[src/rtl/mac_pkg.sv]
// Shared MAC-row types: result word, index-tagged result, row constants.
// Used by the collector and by the downstream write-back/accumulate stage.
package mac_pkg;

  localparam int MAC_OUTPUT_WIDTH = 32;
  localparam int MAC_NUM_UNITS    = 4;
  localparam int MAC_FIFO_DEPTH   = 8;

  function automatic int idx_width(input int n);
    return (n > 1) ? $clog2(n) : 1;
  endfunction

  localparam int MAC_IDX_WIDTH = idx_width(MAC_NUM_UNITS);

  typedef logic [MAC_OUTPUT_WIDTH-1:0] mac_result_t;

  typedef struct packed {
    logic [MAC_IDX_WIDTH-1:0] idx;
    mac_result_t              data;
  } mac_tagged_t;

endpackage

[src/rtl/mac_result_collector_if.sv]
// Result stream from the collector to the consumer (valid/ready).
// master: out_valid/out_data/out_idx out, out_ready in; slave: mirrored.
interface mac_result_collector_if #(
  parameter int DATA_W = 32,
  parameter int IDX_W  = 2
);

  logic              out_valid;
  logic              out_ready;
  logic [DATA_W-1:0] out_data;
  logic [IDX_W-1:0]  out_idx;

  modport master (
    output out_valid,
    output out_data,
    output out_idx,
    input  out_ready
  );

  modport slave (
    input  out_valid,
    input  out_data,
    input  out_idx,
    output out_ready
  );

endinterface

[src/rtl/result_fifo.sv]
// First-word-fall-through FIFO; async reset plus sync flush.
// Ports: push/push_data, pop/pop_data, full, empty, count.
module result_fifo #(
  parameter int WIDTH = 34,
  parameter int DEPTH = 8,
  localparam int AW = $clog2(DEPTH),
  localparam int CW = AW + 1
) (
  input  logic             clk,
  input  logic             rst,
  input  logic             flush,
  input  logic             push,
  input  logic [WIDTH-1:0] push_data,
  input  logic             pop,
  output logic [WIDTH-1:0] pop_data,
  output logic             full,
  output logic             empty,
  output logic [CW-1:0]    count
);

  logic [WIDTH-1:0] mem [DEPTH];
  logic [AW-1:0]    wr_ptr;
  logic [AW-1:0]    rd_ptr;
  logic             do_push;
  logic             do_pop;

  assign full    = (count == CW'(DEPTH));
  assign empty   = (count == '0);
  assign do_pop  = pop && !empty;
  // A full FIFO still takes a push when the head leaves the same cycle.
  assign do_push = push && (!full || do_pop);
  // Storage is not cleared, so mask the head while empty.
  assign pop_data = empty ? '0 : mem[rd_ptr];

  always_ff @(posedge clk or posedge rst) begin
    if (rst) begin
      wr_ptr <= '0;
      rd_ptr <= '0;
      count  <= '0;
    end else if (flush) begin
      wr_ptr <= '0;
      rd_ptr <= '0;
      count  <= '0;
    end else begin
      if (do_push) wr_ptr <= wr_ptr + AW'(1);
      if (do_pop)  rd_ptr <= rd_ptr + AW'(1);
      unique case (1'b1)
        do_push && !do_pop: count <= count + CW'(1);
        do_pop && !do_push: count <= count - CW'(1);
        default: ;
      endcase
    end
  end

  always_ff @(posedge clk) begin
    if (do_push) mem[wr_ptr] <= push_data;
  end

endmodule

[src/rtl/mac_result_collector.sv]
// Captures each MAC unit's result the cycle after its data_ready pulse,
// tags it with the unit index and queues it. Ports: clk, rst, flush,
// unit_ready, unit_result, out_if (result stream), fifo_count, overflow.
module mac_result_collector
  import mac_pkg::*;
#(
  parameter int NUM_UNITS    = MAC_NUM_UNITS,
  parameter int OUTPUT_WIDTH = MAC_OUTPUT_WIDTH,
  parameter int FIFO_DEPTH   = MAC_FIFO_DEPTH,
  parameter int IDX_WIDTH    = idx_width(NUM_UNITS)
) (
  input  logic                                  clk,
  input  logic                                  rst,
  input  logic                                  flush,
  input  logic [NUM_UNITS-1:0]                  unit_ready,
  input  logic [NUM_UNITS-1:0][OUTPUT_WIDTH-1:0] unit_result,
  mac_result_collector_if.master                out_if,
  output logic [$clog2(FIFO_DEPTH):0]           fifo_count,
  output logic                                  overflow
);

  localparam int TW = IDX_WIDTH + OUTPUT_WIDTH;

  logic [NUM_UNITS-1:0]                   arm;
  logic [NUM_UNITS-1:0]                   pend;
  logic [NUM_UNITS-1:0]                   pend_nxt;
  logic [NUM_UNITS-1:0][OUTPUT_WIDTH-1:0] hold;

  logic                 sel_vld;
  logic [IDX_WIDTH-1:0] sel_idx;
  logic                 push_en;
  logic                 pop;
  logic                 ovf_hit;
  logic                 fifo_full;
  logic                 fifo_empty;
  logic [TW-1:0]        fifo_dout;

  assign out_if.out_valid = !fifo_empty;
  assign pop = !fifo_empty && out_if.out_ready;
  assign push_en = sel_vld && (!fifo_full || pop);
  assign {out_if.out_idx, out_if.out_data} = fifo_dout;

  // Lowest pending index wins.
  always_comb begin
    sel_vld = 1'b0;
    sel_idx = '0;
    for (int i = NUM_UNITS - 1; i >= 0; i--) begin
      if (pend[i]) begin
        sel_vld = 1'b1;
        sel_idx = IDX_WIDTH'(i);
      end
    end
  end

  // A capture landing on the unit being pushed re-arms pend and is not
  // a loss; landing on any other still-pending unit is.
  always_comb begin
    pend_nxt = pend;
    ovf_hit  = 1'b0;
    if (push_en) pend_nxt[sel_idx] = 1'b0;
    for (int i = 0; i < NUM_UNITS; i++) begin
      if (arm[i]) begin
        pend_nxt[i] = 1'b1;
        if (pend[i] && !(push_en && sel_idx == IDX_WIDTH'(i)))
          ovf_hit = 1'b1;
      end
    end
  end

  always_ff @(posedge clk or posedge rst) begin
    if (rst) begin
      arm      <= '0;
      pend     <= '0;
      hold     <= '0;
      overflow <= 1'b0;
    end else if (flush) begin
      arm      <= '0;
      pend     <= '0;
      hold     <= '0;
      overflow <= 1'b0;
    end else begin
      // result_r is valid one cycle after data_ready.
      arm  <= unit_ready;
      pend <= pend_nxt;
      if (ovf_hit) overflow <= 1'b1;
      for (int i = 0; i < NUM_UNITS; i++) begin
        if (arm[i]) hold[i] <= unit_result[i];
      end
    end
  end

  result_fifo #(
    .WIDTH (TW),
    .DEPTH (FIFO_DEPTH)
  ) u_fifo (
    .clk       (clk),
    .rst       (rst),
    .flush     (flush),
    .push      (push_en),
    .push_data ({sel_idx, hold[sel_idx]}),
    .pop       (pop),
    .pop_data  (fifo_dout),
    .full      (fifo_full),
    .empty     (fifo_empty),
    .count     (fifo_count)
  );

endmodule

[src/flat_wrapper.sv]
// flat-port wrapper written by rule: the top's interface ports become plain ports
module mac_result_collector_flat import mac_pkg::*;
#(
  parameter int NUM_UNITS    = MAC_NUM_UNITS,
  parameter int OUTPUT_WIDTH = MAC_OUTPUT_WIDTH,
  parameter int FIFO_DEPTH   = MAC_FIFO_DEPTH,
  parameter int IDX_WIDTH    = idx_width(NUM_UNITS)
)
  (clk, rst, flush, unit_ready, unit_result, fifo_count, overflow, out_if_out_valid, out_if_out_data, out_if_out_idx, out_if_out_ready);
  mac_result_collector_if #(.DATA_W((32)), .IDX_W((2))) out_if_i ();
  input  logic clk;
  input  logic rst;
  input  logic flush;
  input  logic [NUM_UNITS-1:0] unit_ready;
  input  logic [NUM_UNITS-1:0][OUTPUT_WIDTH-1:0] unit_result;
  output logic [$clog2(FIFO_DEPTH):0] fifo_count;
  output logic overflow;
  output wire logic [$bits(out_if_i.out_valid)-1:0] out_if_out_valid;
  output wire logic [$bits(out_if_i.out_data)-1:0] out_if_out_data;
  output wire logic [$bits(out_if_i.out_idx)-1:0] out_if_out_idx;
  input wire logic [$bits(out_if_i.out_ready)-1:0] out_if_out_ready;
  assign out_if_out_valid = out_if_i.out_valid;
  assign out_if_out_data = out_if_i.out_data;
  assign out_if_out_idx = out_if_i.out_idx;
  assign out_if_i.out_ready = out_if_out_ready;
  mac_result_collector #(.NUM_UNITS(NUM_UNITS), .OUTPUT_WIDTH(OUTPUT_WIDTH), .FIFO_DEPTH(FIFO_DEPTH), .IDX_WIDTH(IDX_WIDTH)) u_core (.clk(clk), .rst(rst), .flush(flush), .unit_ready(unit_ready), .unit_result(unit_result), .out_if(out_if_i), .fifo_count(fifo_count), .overflow(overflow));
endmodule
[config.mk]
export PLATFORM = sky130hd
export DESIGN_NAME = mac_result_collector_flat
export DESIGN_NICKNAME = d
export VERILOG_FILES = /design/src/rtl/mac_pkg.sv /design/src/rtl/mac_result_collector_if.sv /design/src/rtl/result_fifo.sv /design/src/rtl/mac_result_collector.sv /design/src/flat_wrapper.sv
export SDC_FILE = /design/constraint.sdc
export NUM_CORES = 1
export LEC_CHECK = 0
export ABC_AREA = 1
export CAP_MARGIN = 5
export CORE_MARGIN = 2
export CORE_UTILIZATION = 38
export CTS_CLUSTER_DIAMETER = 50
export CTS_CLUSTER_SIZE = 8
export DETAILED_ROUTE_END_ITERATION = 8
export PLACE_DENSITY_LB_ADDON = 0.12
export SETUP_SLACK_MARGIN = 0.5
export SYNTH_ARGS = -nofsm -noshare
export SYNTH_HDL_FRONTEND = slang
export SYNTH_HIERARCHICAL = 1
export SYNTH_SLANG_ARGS = --single-unit
[constraint.sdc]
create_clock -name clk -period 5.4 [get_ports clk]
set_clock_uncertainty 0.2 [all_clocks]
set_input_delay 1.08 -clock clk [delete_from_list [all_inputs] [get_ports clk]]
set_output_delay 1.08 -clock clk [all_outputs]
set_load 0.02 [all_outputs]
==> results list, run 1 <==
- Result of the run: finished clean
* Clock Tree Root: clkbuf_16
* Clock insertion delay at the later pin of the skew report: 590 ps
- The wire-length estimate of the detail-placed layout is 29,900 um.
- In this run the remaining antenna-violating nets after routing total 0.
- After clock tree synthesis, the clock-pin slew on the worst setup and hold paths is 50 ps.
* Mean routed wirelength per cell: 19.5 um
* Relative slew slack: 25.1%
- Library cell with the highest instance count after synthesis: nand2_1
- Setup violations remaining at the end of the flow were counted as 0.
- The number of clock buffers added by TritonCTS is 59.
- Util after Layout: 46.9%
- In this run the vertical extent of the chip is 221 um.
- Number of antenna violations at the first check in global routing: 1
- Filler Cells Inserted: 4,361
* Delay of the slowest cell on the worst path: 770 ps
* Most common cell type on the critical path: nor2_1
* Layout Area Growth over Synthesis: 22.0%
- Footprint of the multi-input gates: 0.00530 mm^2
* Number of enable flip-flop cells after synthesis: 272
- Via count of the first global-routing pass: 13,100
- Reported max-cap violation count: 0
- Once the clock tree was built, the setup fixing pass inserted 0 buffers.
- Instance count after placement with tap cells included: 2,442
* Core ar.: 0.0465 mm^2
* Gpl congestion: 0.801
* Data required time of the critical path: 4120 ps
* Fin crit period: 4260 ps
- Initial DRT Pass Iterations: 5
* Vias post-DR: 13,100
* Hold-fix buffers, CTS: 0
- Summed over all layers, the routed wires come to 49,600 um.
- By area the synthesized netlist is led by edfxtp_1 46%, dfrtp_1 21%, nand2_1 7.8%, nor2_1 6.1%, nand3_1 4.7%.
- Number of cell rows: 79
- Cells with a size suffix above 1 make up 7.39% of the layout.
* Setup repair after global routing missed its margin: false
- Pin slew with the least headroom to its limit: 1120 ps
- Based on the critical path, the design can be clocked at up to 235 MHz.
- #FFs+latches synth: 419
- Max-slew violation count: 0
- The die covers 0.0488 mm^2.
* Accumulated negative setup slack: 0 ps
- Layout Nets: 2,037
* Top-level port count: 176
- In the synthesized netlist, the cells that appear most often are 371 x nand2_1, 291 x nor2_1, 272 x edfxtp_1.
- STA classifies the critical path endpoint as a primary output.
* Detail-routed via count per cell: 5.14
* Power density of the placed cells: 452 mW/mm^2
- Count of antenna diodes in the layout: 0
- DRC violations left: 0
- Post-route cell area: 0.0218 mm^2
- Final Instance Count excl. Fillers: 2,542
- Broken down by cell family, the worst path's largest delay share belongs to buffers and inverters.
* Number of buffers added on ports: 175
- Number of buffers on the longest clock path: 3
* Combined area of all synthesized cells: 0.0179 mm^2
* Yosys synthesis warning count: 6
- The first routing iteration left 877 violations.
- The worst-case IR drop observed on VDD is 0.298 mV.
- Number of buffers and inverters on the critical path: 2
- Clock tree from TritonCTS: yes
- Number of gates resized after cts: 0
* Final number of hold-violating endpoints: 0
* Initial core utilization: 38.5%
* Post-Place Cell Area: 0.0201 mm^2
- In this run, distinct cell masters in the synthesized netlist total 32.
- Post-layout power: 0.00986 W
* H-Tree Depth: 2
- Class of the most critical setup path: reg2out
- Area leader, netlist: edfxtp_1
- Kind of launch point of the worst setup path: flop
- After technology mapping, the gate count stands at 1,746.
- The tightest min-delay check is of the reg2reg type.
- Counting every net in the synthesized netlist gives 1,887.
* Pin count of the biggest net entering global routing: 138
- Wire length of the first global-routing pass: 77,300 um
* Num Clock Sinks: 419
- In the final layout, flip-flops and latches occupy 0.0119 mm^2.
* Overall fraction of global-route tracks in use: 20.2%
* Width of the die: 221 um
- Of all nets on the critical path, the largest fanout is 43.
* Avg Inst Size Synth: 10.2 um^2
- Standard cell with the maximum stage delay on the critical path: dfrtp_4
* Crit-path cells: buf_4 > o21ai_0 > o21ai_1 > nor2_1 > nor2_1 > clkdlybuf4s50_1
* Static leakage: 8.73 nW
* Data arrival time of the critical path: 2980 ps
- Sequential cells were found to cover 66.3% of the synthesized design area.
- In the finished design, the share of the clock period the worst path needs comes to 78.9%.
- For this run, asynchronously set or reset flops after synthesis account for 35.1%.
* Share of the synthesized area in the top cell type: 45.7%
* Overall overflow remaining after global route: 0
- For this run, the leading register cell type out of synthesis is edfxtp_1.
## state kept, by name, indices dropped and copies added, names as in the netlist
signal and count:
u_core/hold 128, u_core/u_fifo/count 4, u_core/u_fifo/rd_ptr 3, u_core/arm 4
u_core/u_fifo/mem 272, u_core/u_fifo/wr_ptr 3, u_core/overflow 1, u_core/pend 4
## metrics by stage
step                      worst slack [ps]  hold WS (ps)
final                                 1140           270
after global routing                   908           286
after CTS                             1060           271
after detailed placement              1270           259
after global placement                1290           254
after floorplan                       1390           242
## placed cells by master (no fill, tap or decap), types with 40 or more instances in the layout
cell,synthesis,routed
o21ai_0,154,154
nand4_1,40,40
clkdlybuf4s50_1,0,175
clkbuf_16,0,60
edfxtp_1,272,272
o21ai_1,92,92
nand3_1,169,169
nand2_1,371,371
dfrtp_1,147,145
nor2_1,291,280
## final timing paths
check | start | to | slack, ps | cells past startpoint
max | u_core/u_fifo/rd_ptr[1] | out_if_out_data[28] | 1140 | 6
min | u_core/hold[52] | u_core/hold[52] | 270 | 2
max reg2reg | u_core/u_fifo/count[1] | u_core/u_fifo/mem[2][22] | 1710 | 13
min reg2reg | u_core/hold[52] | u_core/hold[52] | 270 | 2
max in group asynchronous | rst | u_core/hold[58] | 3480 | 3
min in group asynchronous | rst | u_core/u_fifo/count[1] | 710 | 2
## where the power goes
| group | switching (W) | internal (W) |
|---|---|---|
| logic | 0.00171 | 0.000849 |
| clock network | 0.00131 | 0.00207 |
| registers | 0.000109 | 0.00380 |
## cell type report
class	count	share of cell area, %
flip-flops and latches	419	54.4
multi-input cells	1171	24.3
repair buffers	206	9.33
clock buffers	96	7.64
well taps	607	3.48
inverters	39	0.712
clock inverters	4	0.161
## worst register-to-register path: cells and delay by family (launching register included)
kind / cells / cell delay (ps)
flip-flops: 1 / 490
buffers and inverters: 5 / 720
AND/OR/NAND/NOR: 7 / 1860
AO/OA/AOI/OAI: 1 / 140
## logic make-up after synthesis
kind of cell	Yosys count	synth area share, %
and+or+nand+nor	894	21.1
DFF	419	66.3
AOI/OAI and AO/OA	270	7.64
buffers and inverters	156	4.47
adders and majority gates	5	0.392
xor gates and xnor gates	2	0.0980
## routing by layer
| metal | vias to the layer above | track usage, % | wire (um) |
|---|---|---|---|
| met5 | - | 0 | 0 |
| met4 | 0 | 5.24 | 834 |
| met3 | 58 | 3.15 | 2510 |
| met2 | 339 | 32.4 | 23100 |
| met1 | 6408 | 28.9 | 23200 |
| li1 | 6267 | - | - |
Power figures use the tool's default switching activity.
==> run 2, diff against run 1 <==
==> constraint.sdc (replaced) <==
create_clock -name clk -period 3.5 [get_ports clk]
set_clock_uncertainty 0.2 [all_clocks]
set_input_delay 0.7 -clock clk [delete_from_list [all_inputs] [get_ports clk]]
set_output_delay 0.7 -clock clk [all_outputs]
set_load 0.02 [all_outputs]
==> results list, run 2 (same netlist as run 1, synthesis figures left out) <==
- Result of the run: finished clean (unchanged)
* Cell depth of the worst flop-to-flop path: 19 (was 13)
- The number of placed instances, taps included came to 2,459 (was 2,442).
- Static leakage: 9.33 nW (was 8.73 nW)
* Count of cells along the worst hold path: 2 (unchanged)
- The aggregate global routing overflow was 0 (unchanged).
* Clock transition time at the flip-flop clock pins of the worst setup and hold paths: 50 ps (about the same)
- Delay of the slowest cell on the worst path: 580 ps (was 770 ps)
* Most frequent cells in the layout: 369 x nand2_1, 272 x edfxtp_1, 237 x nor2_1, 169 x nand3_1, 146 x o21ai_1 (was 371 x nand2_1, 280 x nor2_1, 272 x edfxtp_1, 175 x clkdlybuf4s50_1, 169 x nand3_1)
* Most flops, register: u_core/u_fifo/mem (unchanged)
* Mean routed wirelength per cell: 20.8 um (was 19.5 um)
- The max-slew violation count was 0 (unchanged).
- Based on the critical path, the design can be clocked at up to 312 MHz.
* Data arrival time of the critical path: 2310 ps (was 2980 ps)
* Setup repair after global routing missed its margin: true (was false)
- Max Fanout on Critical Path: 15 (was 43)
- Number of buffers added on ports: 175 (unchanged)
* Detail-routed via count per cell: 5.25 (was 5.14)
* Class of the most critical setup path: reg2out (unchanged)
- Reported max-cap violation count: 0 (unchanged)
- Relative slew slack: 29.3% (was 25.1%)
- The total routing usage reported by global routing came to 21.6% (was 20.2%).
- Width of the die: 221 um (unchanged)
* Post-Place Cell Area: 0.0204 mm^2 (was 0.0201 mm^2)
- The site row count was 79 (unchanged).
- The height of the die is 221 um (unchanged).
* Min-delay src: u_core/hold[46] (was u_core/hold[52])
* Most common cell type on the critical path: nor2_1 (unchanged)
* Pin count of the biggest net entering global routing: 138 (unchanged)
- The starting DRC count in detailed routing was 1,021 (was 877).
* Clock insertion delay at the later pin of the skew report: 620 ps (was 590 ps)
- The clock tree from TritonCTS is yes (unchanged).
- The post-route non-filler standard cell count is 2,594 (was 2,542).
- The slowest stage cell on the critical path is dfrtp_4 (unchanged).
* Sum of net half-perimeters after detailed placement: 30,300 um (was 29,900 um)
* Num Clock Sinks: 419 (unchanged)
- Initial core utilization: 38.5% (unchanged)
* Number of buffers created by CTS: 59 (unchanged)
- The post-route cell area came to 0.0231 mm^2 (was 0.0218 mm^2).
* Number of buffers on the longest clock path: 3 (unchanged)
- Kind of launch point of the worst setup path: flop (unchanged)
- Pin slew with the least headroom to its limit: 1060 ps (was 1120 ps)
* CP startpoint: u_core/u_fifo/rd_ptr[0] (was u_core/u_fifo/rd_ptr[1])
* Final number of hold-violating endpoints: 0 (unchanged)
* Die ar.: 0.0488 mm^2 (unchanged)
- The final routed wirelength across all metal layers is 53,900 um (was 49,600 um).
- The via count of the first global-routing pass is 13,700 (was 13,100).
- The deepest level of the CTS H-tree was 2 (unchanged).
- DRC violations left: 0 (unchanged)
- The total of hold buffers inserted after clock tree synthesis came to 0 (unchanged).
- Crit-path cells: clkinv_8 > bufbuf_16 > nor2_1 > o21ai_1 > nor2_1 > nor2_2 > buf_6 (was buf_4 > o21ai_0 > o21ai_1 > nor2_1 > nor2_1 > clkdlybuf4s50_1).
- The count of final setup violators was 0 (unchanged).
- Registers with the highest flip-flop counts: u_core/u_fifo/mem: 272 flops, u_core/hold: 128 flops (unchanged)
- The start of the worst register-to-register path was u_core/u_fifo/count[0] (was u_core/u_fifo/count[1]).
- The root buffer cell is clkbuf_16 (unchanged).
* Gpl congestion: 0.806 (was 0.801)
* Core ar.: 0.0465 mm^2 (unchanged)
- Fin crit period: 3210 ps
- Share of layout cells above drive strength 1: 15.1% (was 7.39%)
- Initial DRT Pass Iterations: 7 (was 5)
* Type of the tightest min-delay check: reg2reg (unchanged)
* Layout Area Growth over Synthesis: 29.2% (was 22.0%)
- The total via count in the routed design is 13,600 (was 13,100).
- The number of nets in the layout is 2,097 (was 2,037).
- Most common library cell in the layout ignoring fill and taps: nand2_1 (unchanged)
- Data required time of the critical path: 2600 ps (was 4120 ps)
* Number of routed nets with antenna violations: 0 (unchanged)
- The peak ir drop on the vdd network came to 0.430 mV (was 0.298 mV).
- After layout, the worst path uses 91.6% of the clock period.
* Wire length of the first global-routing pass: 81,700 um (was 77,300 um)
- Power density of the placed cells: 706 mW/mm^2 (was 452 mW/mm^2)
- The flip-flop count of the largest register after layout came to 272 (unchanged).
- Type of element capturing the critical path: primary output (unchanged)
* Top-level port count: 176 (unchanged)
- The number of antenna violations at the first check in global routing came to 1 (unchanged).
[run 2: cell count changes in the layout (fill, tap and decap cells not counted), sizes merged, moves of 2 or more]
cell	before	now
buf	31	114
bufbuf	0	2
clkbuf	96	90
clkdlybuf4s15	0	2
clkdlybuf4s50	175	141
diode	0	3
[run 2: per-layer routing]
metal	vias up	share of wire, %	wire [um]	GRT usage (%)
met3	83	5.7	3090	3.05
met2	446	47	25500	35.1
met5	-	0	0	0
li1	6394	-	-	-
met1	6708	45	24200	30.3
met4	0	1.9	1030	6.32
[run 2: path summary, 6_finish.rpt]
path / end / slack, ps
min: u_core/hold[46] / 270
min reg2reg: u_core/hold[46] / 270
max: out_if_out_data[14] / 290
max in group asynchronous: u_core/hold[90] / 1980
min in group asynchronous: u_core/u_fifo/rd_ptr[0] / 310
max reg2reg: u_core/u_fifo/count[3] / 710
[run 2: timing repair]
action | CTS | global route
gates cloned | 13 | 6
endpoints found under the setup margin | 35 | 35
endpoints found under the hold margin | 0 | 0
buffers inserted | 17 | 7
gates resized for setup | 257 | 86
pin swaps | 31 | 50
[run 2: stage by stage]
stage | util [%] | total power, W | setup WS [ps] | hold slack (ps) | TNS, ps
CTS | 48.8 | 0.0161 | 286 | 270 | 0
detailed placement | 43.9 | 0.0103 | 209 | 258 | 0
global placement | 43.9 | 0.0102 | 283 | 254 | 0
floorplan | - | 0.00857 | -371 | 242 | -62850
global route | 49.7 | 0.0171 | 250 | 290 | 0
finish | 49.7 | 0.0163 | 294 | 266 | 0
[run 2: cell type report]
type	instances	area, um^2
clock inverter	5	92.6
fill	4242	23400
antenna	3	7.51
timing repair buffer	265	3090
inverter	39	166
timing repair inverter	1	8.76
clock buffer	84	1580
sequential	419	11900
multi-input combinational	1171	5520
tap	607	759
[run 2: report_power, final]
group          switching (W)  internal [W]  total, W  leakage [nW]
logic                0.00303       0.00198   0.00501          4.02
registers           0.000201       0.00587   0.00607          4.52
clock network        0.00207       0.00315   0.00522         0.800
total                0.00530        0.0110    0.0163          9.33
[run 2: worst max-delay path: cells and delay by family, from the launching register on]
| family | cells | cell delay (ps) |
|---|---|---|
| buf+inv | 3 | 590 |
| compound gates | 1 | 170 |
| simple gates | 3 | 350 |
| flops | 1 | 580 |
